`src/rtl/mb8_console.sv`:
```
// mb8_console: memory-mapped console with RX (host->core) and TX (core->host) byte FIFOs.
// Optional echo path: define MB8_CON_ECHO_EN to copy each accepted RX byte into the TX FIFO.
// Ports:
//   clk, rst_n                 clock, synchronous active-low reset
//   bus_a, bus_we, bus_vi      core byte bus address, write strobe, write data
//   bus_vo, bus_hit            registered read data and window-hit flag
//   rx_valid, rx_ready, rx_data  host -> core stream into the RX FIFO
//   tx_valid, tx_ready, tx_data  core -> host stream out of the TX FIFO (show-ahead)
// Registers: 0 RXD, 1 STAT, 2 TXD, 3 RXCNT.
module mb8_console #(
  parameter int BASE  = 'h1800,
  parameter int ASZ   = 17,
  parameter int DEPTH = 16
) (
  input  logic           clk,
  input  logic           rst_n,
  input  logic [ASZ-1:0] bus_a,
  input  logic           bus_we,
  input  logic [7:0]     bus_vi,
  output logic [7:0]     bus_vo,
  output logic           bus_hit,
  input  logic           rx_valid,
  output logic           rx_ready,
  input  logic [7:0]     rx_data,
  output logic           tx_valid,
  input  logic           tx_ready,
  output logic [7:0]     tx_data
);
  localparam int AW = $clog2(DEPTH);
  localparam int CW = AW + 1;
  localparam logic [ASZ-1:0] BASE_A = ASZ'(BASE);

  logic [7:0] rx_mem [DEPTH];
  logic [7:0] tx_mem [DEPTH];
  logic [AW-1:0] rx_wr_q, rx_wr_d, rx_rd_q, rx_rd_d, tx_wr_q, tx_wr_d, tx_rd_q, tx_rd_d;
  logic [CW-1:0] rx_cnt_q, rx_cnt_d, tx_cnt_q, tx_cnt_d;
  logic rx_ovf_q, rx_ovf_d, tx_ovf_q, tx_ovf_d, bus_hit_q, bus_hit_d;
  logic [7:0] bus_vo_q, bus_vo_d, stat, rd_val, tx_wdata;
  logic hit, wr_rxd, wr_stat, wr_txd;
  logic rx_empty, rx_full, tx_empty, tx_full;
  logic rx_push, rx_pop, tx_push, tx_pop, tx_ovf_set;

  assign hit      = bus_a[ASZ-1:2] == BASE_A[ASZ-1:2];
  assign wr_rxd   = hit && bus_we && bus_a[1:0] == 2'd0;
  assign wr_stat  = hit && bus_we && bus_a[1:0] == 2'd1;
  assign wr_txd   = hit && bus_we && bus_a[1:0] == 2'd2;
  assign rx_empty = rx_cnt_q == '0;
  assign rx_full  = rx_cnt_q == CW'(DEPTH);
  assign tx_empty = tx_cnt_q == '0;
  assign tx_full  = tx_cnt_q == CW'(DEPTH);
  assign rx_push  = rx_valid && !rx_full;
  assign rx_pop   = wr_rxd && !rx_empty;
  assign tx_pop   = tx_ready && !tx_empty;

`ifdef MB8_CON_ECHO_EN
  // A core TXD write owns the TX write port; a colliding echo byte is lost and flagged.
  assign tx_push    = wr_txd ? !tx_full : rx_push && !tx_full;
  assign tx_wdata   = wr_txd ? bus_vi : rx_data;
  assign tx_ovf_set = (wr_txd && tx_full) || (rx_push && (tx_full || wr_txd));
`else
  // A full TX FIFO drops the write even if the host pops in the same cycle.
  assign tx_push    = wr_txd && !tx_full;
  assign tx_wdata   = bus_vi;
  assign tx_ovf_set = wr_txd && tx_full;
`endif

  assign stat     = {3'b000, tx_ovf_q, tx_empty, rx_ovf_q, tx_full, !rx_empty};
  assign rd_val   = bus_a[1:0] == 2'd0 ? (rx_empty ? 8'h00 : rx_mem[rx_rd_q]) :
                    bus_a[1:0] == 2'd1 ? stat :
                    bus_a[1:0] == 2'd3 ? 8'(rx_cnt_q) : 8'h00;
  assign rx_ready = !rx_full;
  assign tx_valid = !tx_empty;
  assign tx_data  = tx_empty ? 8'h00 : tx_mem[tx_rd_q];
  assign bus_vo   = bus_vo_q;
  assign bus_hit  = bus_hit_q;

  always_comb begin
    rx_wr_d   = rx_push ? rx_wr_q + AW'(1) : rx_wr_q;
    rx_rd_d   = rx_pop ? rx_rd_q + AW'(1) : rx_rd_q;
    rx_cnt_d  = rx_cnt_q + CW'(rx_push) - CW'(rx_pop);
    tx_wr_d   = tx_push ? tx_wr_q + AW'(1) : tx_wr_q;
    tx_rd_d   = tx_pop ? tx_rd_q + AW'(1) : tx_rd_q;
    tx_cnt_d  = tx_cnt_q + CW'(tx_push) - CW'(tx_pop);
    // A new overflow in the same cycle as a clear keeps the flag set.
    rx_ovf_d  = (rx_ovf_q && !(wr_stat && bus_vi[2])) || (rx_valid && rx_full);
    tx_ovf_d  = (tx_ovf_q && !(wr_stat && bus_vi[4])) || tx_ovf_set;
    bus_hit_d = hit;
    bus_vo_d  = hit ? rd_val : 8'h00;
  end

  always_ff @(posedge clk) begin
    if (!rst_n) begin
      rx_wr_q   <= '0;
      rx_rd_q   <= '0;
      rx_cnt_q  <= '0;
      tx_wr_q   <= '0;
      tx_rd_q   <= '0;
      tx_cnt_q  <= '0;
      rx_ovf_q  <= 1'b0;
      tx_ovf_q  <= 1'b0;
      bus_hit_q <= 1'b0;
      bus_vo_q  <= 8'h00;
    end else begin
      rx_wr_q   <= rx_wr_d;
      rx_rd_q   <= rx_rd_d;
      rx_cnt_q  <= rx_cnt_d;
      tx_wr_q   <= tx_wr_d;
      tx_rd_q   <= tx_rd_d;
      tx_cnt_q  <= tx_cnt_d;
      rx_ovf_q  <= rx_ovf_d;
      tx_ovf_q  <= tx_ovf_d;
      bus_hit_q <= bus_hit_d;
      bus_vo_q  <= bus_vo_d;
    end
  end

  // Storage has no reset; occupancy is tracked by the counts alone.
  always_ff @(posedge clk) begin
    if (rst_n && rx_push) rx_mem[rx_wr_q] <= rx_data;
    if (rst_n && tx_push) tx_mem[tx_wr_q] <= tx_wdata;
  end
endmodule

```
`config.mk`:
```
export PLATFORM = sky130hd
export DESIGN_NAME = mb8_console
export DESIGN_NICKNAME = d
export VERILOG_FILES = /design/src/rtl/mb8_console.sv
export SDC_FILE = /design/constraint.sdc
export NUM_CORES = 1
export LEC_CHECK = 0
export CAP_MARGIN = 10
export CORE_MARGIN = 5
export CORE_UTILIZATION = 37
export CTS_BUF_LIST = sky130_fd_sc_hd__clkbuf_8
export CTS_CLUSTER_DIAMETER = 30
export DETAILED_ROUTE_END_ITERATION = 10
export GPL_ROUTABILITY_DRIVEN = 1
export SLEW_MARGIN = 20
export SYNTH_ARGS = -nofsm -noshare
export SYNTH_HDL_FRONTEND = slang
export SYNTH_SLANG_ARGS = --single-unit
```
`constraint.sdc`:
```
create_clock -name clk -period 6.95 [get_ports clk]
set_input_delay 0.695 -clock clk [delete_from_list [all_inputs] [get_ports clk]]
set_output_delay 0.695 -clock clk [all_outputs]
set_load 0.02 [all_outputs]
```
Word level (Yosys, flattened, before mapping) --
Memories as Yosys holds them, arrays and structs flattened. A register that Yosys moved wholly into a read port is not among the register bits. Index checks and enable logic that the tools add are counted.
Operators by class: add/subtract/negate cells 8, muxes and demuxes 13, reduce and logical (&&, ||, !) cells 28, equal/unequal tests 6
Operator list (count):
- two-way mux 8 bit | 3
- adder 4 x 1 -> 4 bit (second input constant) | 4
- logical AND 1 bit | 16
- two-way mux 4 bit | 4
- equality test 15 x 11 -> 1 bit (second input constant) | 1
- adder 5 x 1 -> 5 bit | 2
- equality test 5 bit (second input constant) | 2
- logical NOT 5 bit | 2
- two-way mux 5 bit | 2
- subtractor 5 x 1 -> 5 bit | 2
- logical NOT 1 bit | 6
- equality test 2 bit (second input constant) | 2
- two-way mux 1 bit | 4
- equality test 2 x 1 -> 1 bit (second input constant) | 1
- logical NOT 2 bit | 1
- logical OR 1 bit | 2
- AND reduction 2 bit | 1
Storage, ports and cells: memories 2, memory bits (writable) 256, output and inout bits 19, register bits 37, input bits 38
Memories:
- rx_mem | words 16, bits a word 8, rd ports 1, clocked after Yosys merged registers in 1, wr ports 1, RTL line 33 | logic [7:0] rx_mem [DEPTH];
- tx_mem | words 16, bits a word 8, rd ports 1, clocked after Yosys merged registers in 1, wr ports 1, RTL line 34 | logic [7:0] tx_mem [DEPTH];

Logic depth before layout (Yosys ltp) --
Gate-level depths: netlist (run 1).
depth in word-level cells 7, depth in mapped cells 15

Worst setup path before layout (run 1) --
OpenSTA, ideal clock, no wires.
path type input to register, from in bus_a[10], to reg tx_cnt_q[4], data arrival time 3177 ps, data required time 6829 ps, setup slack 3652 ps, library setup time 121 ps, stages 14, cell sequence nor4b_4 > and4_1 > buf_2 > nand3_2 > buf_2 > ha_1 > inv_1 > ha_1 > inv_1 > fa_1 > nand2b_1 > a21oi_1 > o21ai_0 > nor3b_1
On the way: word-level cells in the longest chain between the ends 6
RTL lines:
- start, declared | RTL line 17 | input logic [ASZ-1:0] bus_a,
- equality test 15 x 11 -> 1 bit | RTL line 43 | assign hit = bus_a[ASZ-1:2] == BASE_A[ASZ-1:2];
- logical AND 1 bit (2 in series) | RTL line 46 | assign wr_txd = hit && bus_we && bus_a[1:0] == 2'd2;
- logical AND 1 bit | RTL line 62 | assign tx_push = wr_txd && !tx_full;
- adder 5 x 1 -> 5 bit | RTL line 83 | tx_cnt_d = tx_cnt_q + CW'(tx_push) - CW'(tx_pop);
- subtractor 5 x 1 -> 5 bit | RTL line 83
- end signal, assigned | RTL line 109 | tx_cnt_q <= tx_cnt_d;
- end, declared | RTL line 36 | logic [CW-1:0] rx_cnt_q, rx_cnt_d, tx_cnt_q, tx_cnt_d;
No other way between the ends. A chain may end at the register's enable or synchronous reset.

==> results of run 1 <==
-- routing by layer --
metal / GRT usage, % / vias up / wire length [um]
met3: 2.87 / 50 / 1220
met4: 5.28 / 0 / 710
met5: 0 / - / 0
met1: 17.1 / 3139 / 10400
li1: - / 2898 / -
met2: 22.9 / 144 / 12100
-- power groups by stage --
stage	registers (W)	clock network (W)	logic (W)
6_report	0.00204	0.00187	0.000693
5_1_grt	0.00204	0.00201	0.000760
4_1_cts	0.00204	0.00192	0.000708
3_5_place_dp	0.00208	0	0.000706
3_3_place_gp	0.00208	0	0.000699
2_1_floorplan	0.00207	0	0.000487
-- synth_stat cells, types with 3 or more instances --
cell	number	share of area [%]
and3_1	3	0.15
a211oi_1	6	0.37
o22ai_1	13	0.67
nor2_1	38	1.2
mux4_1	13	2.8
clkbuf_1	13	0.40
nor3_1	16	0.66
edfxtp_1	256	63
nor2b_1	3	0.15
o21ai_0	8	0.33
buf_2	12	0.49
dfxtp_1	45	7.4
xnor2_1	7	0.51
mux4_2	56	10
nand2b_1	8	0.41
and2_1	4	0.21
inv_1	21	0.65
nand4_1	5	0.26
ha_1	21	2.2
nand3_1	11	0.45
nor4_1	4	0.21
nand2_1	12	0.37
clkinv_1	5	0.15
o311ai_1	4	0.29
nor4b_1	3	0.22
nand4b_1	3	0.22
mux2i_1	22	1.8
buf_1	4	0.12
xor2_1	6	0.43
a21oi_1	13	0.54
o41ai_1	6	0.43
-- final timing paths --
kind / start / end / slack [ps] / cells past startpoint
min: tx_rd_q[1]$_SDFFE_PN0N_ / tx_rd_q[1]$_SDFFE_PN0N_ / 510 / 2
min reg2reg: tx_rd_q[1]$_SDFFE_PN0N_ / tx_rd_q[1]$_SDFFE_PN0N_ / 510 / 2
max: flip-flop / tx_data[2] / 3230 / 5
max reg2reg: tx_cnt_q[2]$_SDFF_PN0_ / tx_cnt_q[4]$_SDFF_PN0_ / 3570 / 14
-- metrics by stage --
step                setup slack, ps  hold slack (ps)  util, %  total power [W]
global placement               2780              484     40.8          0.00278
detailed placement             2700              499     40.9          0.00278
finish                         3230              507     44.9          0.00460
floorplan                      3650              463        -          0.00256
global route                   3040              538     44.9          0.00481
CTS                            3130              497     44.9          0.00466
-- state kept, by name, indices dropped and copies added (netlist names), named ones only --
register	count
tx_wr_q	4
rx_rd_q	4
bus_hit	1
rx_ovf_q	1
bus_vo	8
tx_rd_q	4
rx_mem	128
tx_ovf_q	1
tx_cnt_q	5
tx_mem	128
rx_wr_q	4
rx_cnt_q	5
-- critical path: cells and delay by family (launching register included) --
kind,cells,cell delay [ps]
buffers and inverters,2,1100
flip-flops,1,310
multiplexers,2,830
AO/OA/AOI/OAI,1,140
-- logic make-up (layout without fill, tap and decap cells) --
family | after synthesis | in the layout | share of synthesized area, %
muxes | 91 | 91 | 15.0
xor gates and xnor gates | 13 | 13 | 0.938
buffers and inverters | 58 | 208 | 2.17
AOI/OAI and AO/OA | 56 | 56 | 3.00
DFF | 301 | 301 | 70.7
adders and majority gates | 23 | 23 | 2.49
and+or+nand+nor | 124 | 124 | 5.64
-- layout make-up --
| class | count | area, um2 |
|---|---|---|
| Clock buffer | 58 | 798 |
| Clock inverter | 50 | 502 |
| Fill cell | 2842 | 17900 |
| Inverter | 26 | 97.6 |
| Multi-Input combinational cell | 307 | 3330 |
| Sequential cell | 301 | 8590 |
| Tap cell | 442 | 553 |
| Timing Repair Buffer | 74 | 696 |
==> flow_summary.ini, run 1 <==
[outcome]
outcome = finished clean

[clocking]
cts_hold_buf = 0
cts.sinks = 301
cts-buffers-inserted = 57
clock_tree.htree_level_count = 2
cts_tree = done
clk_path_buf_depth = 3
insertion_delay_ps = 610
clockRootBuffer = clkbuf_8
post-cts-setup-buffers = 0
cts_resized = 0
cts.clk_slew.worst_paths_ps = 60

[layout]
final_common_cell = edfxtp_1
final_area_mm2 = 0.0146
layout_common_cells = 256 x edfxtp_1, 58 x clkbuf_8, 56 x mux4_2, 56 x clkdlybuf4s50_1, 44 x dfxtp_1
drive_above_1_share_pct = 21.0
fin_nets = 828
num_antenna_cells = 0
area_growth_pct = 20.0
stdcell_count = 1258

[routing]
routed_via_density = 4.95
vias = 6231
route.detailed.drc = 0
ant_nets = 0
dr.pass1.iters = 4
wl_per_cell_um = 19.5
drtIter0Drc = 339
drt-total-wl_mm = 24.5

[critical_path]
cp.arrival_ps = 3020
crit_path_max_incr_delay_ps = 590
crit_type = reg -> out
cp.required_ps = 6250
slowest_stage = mux4_2
cp-start-kind = flip-flop
crit_chain = buf_4, mux4_2, mux2i_1, o22ai_1, clkdlybuf4s50_1
worst-path-max-fanout = 32
end_kind = primary output

[timing]
worstMarginPinSlew_ps = 1170
period_share_pct = 53.5
drv_slew = 0
setup_viol = 0
fin_crit_ps = 3720
hold_violations = 0
max_slew_margin_pct = 21.7
fmax_mhz = 269
rsz0062_at_grt = false
finClkSkew_ps = 59.2
finalSetupTns_ps = 0

[yosys]
synth_seq_cells = 301
avgSynthCellArea_um2 = 18.2
syn_area_mm2 = 0.0121
synth_edf_count = 256
ys_types = 49
synth_ff_type = edfxtp_1
yosysWarnings = 0
seq_area_frac_synth_pct = 70.7
synth_nets = 727
synth_cells = 666
synthArstFlopShare_pct = 0

[power_and_ir_drop]
power_frac_comb_pct = 15.1
clkPwrFrac_pct = 40.6
worst_ir_drop_vdd_uv = 155
p_per_area_mw_per_mm2 = 316
leakage_nw = 4.66
p_sw_w = 0.00115
intPower_w = 0.00344
p_sw_share_pct = 25.1
pwr-share-seq_pct = 44.3

[place]
dp_cells = 1150
dpl_cell_area_mm2 = 0.0133
port_buffers = 56
dp_hpwl_mm = 15.4
gp_congestion = 0.746

[global_route]
grt_max_degree = 33
grt-ovfl-total = 0
grt_pass1_wl_mm = 37.9
antenna_found_initial = 0
track_usage_pct = 13.5
grt_pass1_vias = 6516

[floorplan]
die-area_mm2 = 0.0365
dieWidth_um = 191
rows = 66
core_mm2 = 0.0325
start_util_pct = 37.4
die_h_um = 191
ios = 57

[worst_hold_path]
hold_class = reg -> reg

[run]
max-cap-violations = 0
No activity file was read; power rests on OpenSTA's default activity.
==> inputs of run 2 (changes only) <==
==> constraint.sdc (replaced) <==
create_clock -name clk -period 3.1 [get_ports clk]
set_input_delay 0.31 -clock clk [delete_from_list [all_inputs] [get_ports clk]]
set_output_delay 0.31 -clock clk [all_outputs]
set_load 0.02 [all_outputs]
==> run 2 against run 1 <==
Global-route usage grew 0.39 points; via count grew 2.4%; setup slack lost 3000 ps; clock power grew 110%; power grew 120%; sequential share of layout area shrank 0.88 points; register-to-register slack lost 3300 ps; combinational power grew 140%; critical path type unchanged; largest cell class unchanged; largest power group unchanged.
==> flow_summary.ini, run 2 (synthesis gave the netlist of run 1 again) <==
[outcome]
outcome = finished clean

[floorplan]
ios = 57
die-area_mm2 = 0.0365
start_util_pct = 37.4
rows = 66
core_mm2 = 0.0325
dieWidth_um = 191
die_h_um = 191

[timing]
max_slew_margin_pct = 55.4
finalSetupTns_ps = 0
worstMarginPinSlew_ps = 668
finClkSkew_ps = 27.9
period_share_pct = 91.2
fin_crit_ps = 2830
setup_viol = 0
drv_slew = 0
rsz0062_at_grt = false
hold_violations = 0
fmax_mhz = 354

[layout]
fin_nets = 871
final_area_mm2 = 0.0148
utilization_pct = 45.6
layout_common_cells = 256 x edfxtp_1, 59 x clkbuf_8, 56 x mux4_2, 56 x buf_4, 48 x clkdlybuf4s50_1
area_growth_pct = 21.8
num_antenna_cells = 0
final_common_cell = edfxtp_1
stdcell_count = 1296
drive_above_1_share_pct = 24.2
nFillCells = 2822

[clocking]
insertion_delay_ps = 610
cts-buffers-inserted = 59
clockRootBuffer = clkbuf_8
cts_tree = done
post-cts-setup-buffers = 0
cts.sinks = 301
clock_tree.htree_level_count = 2
cts_hold_buf = 0
cts.clk_slew.worst_paths_ps = 50
clk_path_buf_depth = 3

[critical_path]
crit_type = reg -> out
end_kind = primary output
crit_chain = inv_1, ha_1, or4b_1, buf_4, nand2_2, o22ai_1, dlygate4sd2_1
cp.required_ps = 2790
critical-path-top-delay-family = simple AND/OR/NAND/NOR gates
cp.arrival_ps = 2520
crit_path_max_incr_delay_ps = 470
cp_num_buf_inv = 3
cp-start-kind = flip-flop
slowest_stage = or4b_1
worst-path-max-fanout = 8

[global_route]
grt_pass1_vias = 6703
grt-ovfl-total = 0
grt_max_degree = 33
grt_pass1_wl_mm = 38.3
antenna_found_initial = 1
track_usage_pct = 13.9

[place]
dp_cells = 1190
dpl_cell_area_mm2 = 0.0136
port_buffers = 56
dp_hpwl_mm = 15.5
gp_congestion = 0.777

[routing]
vias = 6380
route.detailed.drc = 0
drtIter0Drc = 463
wl_per_cell_um = 19.3
routed_via_density = 4.92
dr.pass1.iters = 4
ant_nets = 0
drt-total-wl_mm = 25.1

[power_and_ir_drop]
p_per_area_mw_per_mm2 = 687
leakage_nw = 4.91
worst_ir_drop_vdd_uv = 334

[worst_hold_path]
hold_class = in -> reg

[run]
max-cap-violations = 0
-- run 2: layout make-up --
class | instances | area (um2) | share of cell area, %
inverter | 26 | 97.6 | 0.660
multi-input combinational | 307 | 3310 | 22.4
sequential | 301 | 8590 | 58.1
clock inverter | 46 | 374 | 2.53
clock buffer | 59 | 812 | 5.49
timing repair buffer | 115 | 1050 | 7.13
tap | 442 | 553 | 3.74
-- run 2: report_power, final --
group	switching, W	internal, W	total (W)
combinational	0.000804	0.000823	0.00163
clock	0.00166	0.00228	0.00394
sequential	0.0000880	0.00450	0.00459
-- run 2: worst paths after layout --
kind,from,to,slack (ps),cells after the start
min reg2reg,rx_rd_q[3]$_SDFFE_PN0P_,flip-flop,500,2
max reg2reg,tx_cnt_q[2]$_SDFF_PN0_,tx_cnt_q[4]$_SDFF_PN0_,290,14
min,tx_ready,tx_rd_q[1]$_SDFFE_PN0N_,420,3
max,tx_cnt_q[2]$_SDFF_PN0_,tx_data[6],270,7
-- run 2: worst register-to-register path, cell delays in order, from the launching register on --
cell      delay, ps
dfxtp_1         330
inv_1            60
ha_1            220
nor4bb_1        150
nor3b_1         310
nand3_2         130
ha_1            300
inv_1            50
ha_1            150
inv_1            60
fa_1            390
nand2b_1        150
a21oi_1         170
o21ai_0          90
nor3b_1         140
-- run 2: routing by layer --
layer | GRT usage [%] | routed length [um] | vias to the layer above
met3 | 3.47 | 1260 | 49
met5 | 0 | 13 | -
met2 | 23.1 | 12300 | 128
li1 | - | - | 2982
met1 | 17.9 | 11000 | 3219
met4 | 5.03 | 552 | 2
-- run 2: through the flow --
| step | power (W) | hold slack [ps] | worst slack (ps) |
|---|---|---|---|
| 2_1_floorplan | 0.00573 | 409 | 135 |
| 6_report | 0.0102 | 417 | 273 |
| 5_1_grt | 0.0107 | 429 | 116 |
| 4_1_cts | 0.0103 | 353 | 15.0 |
| 3_5_place_dp | 0.00630 | 495 | -103 |
| 3_3_place_gp | 0.00629 | 480 | -25.3 |
-- run 2: timing repair --
item | in CTS | in global routing
gates cloned | 0 | 1
resized for setup | 6 | 5
endpoints found under the setup margin | 8 | 5
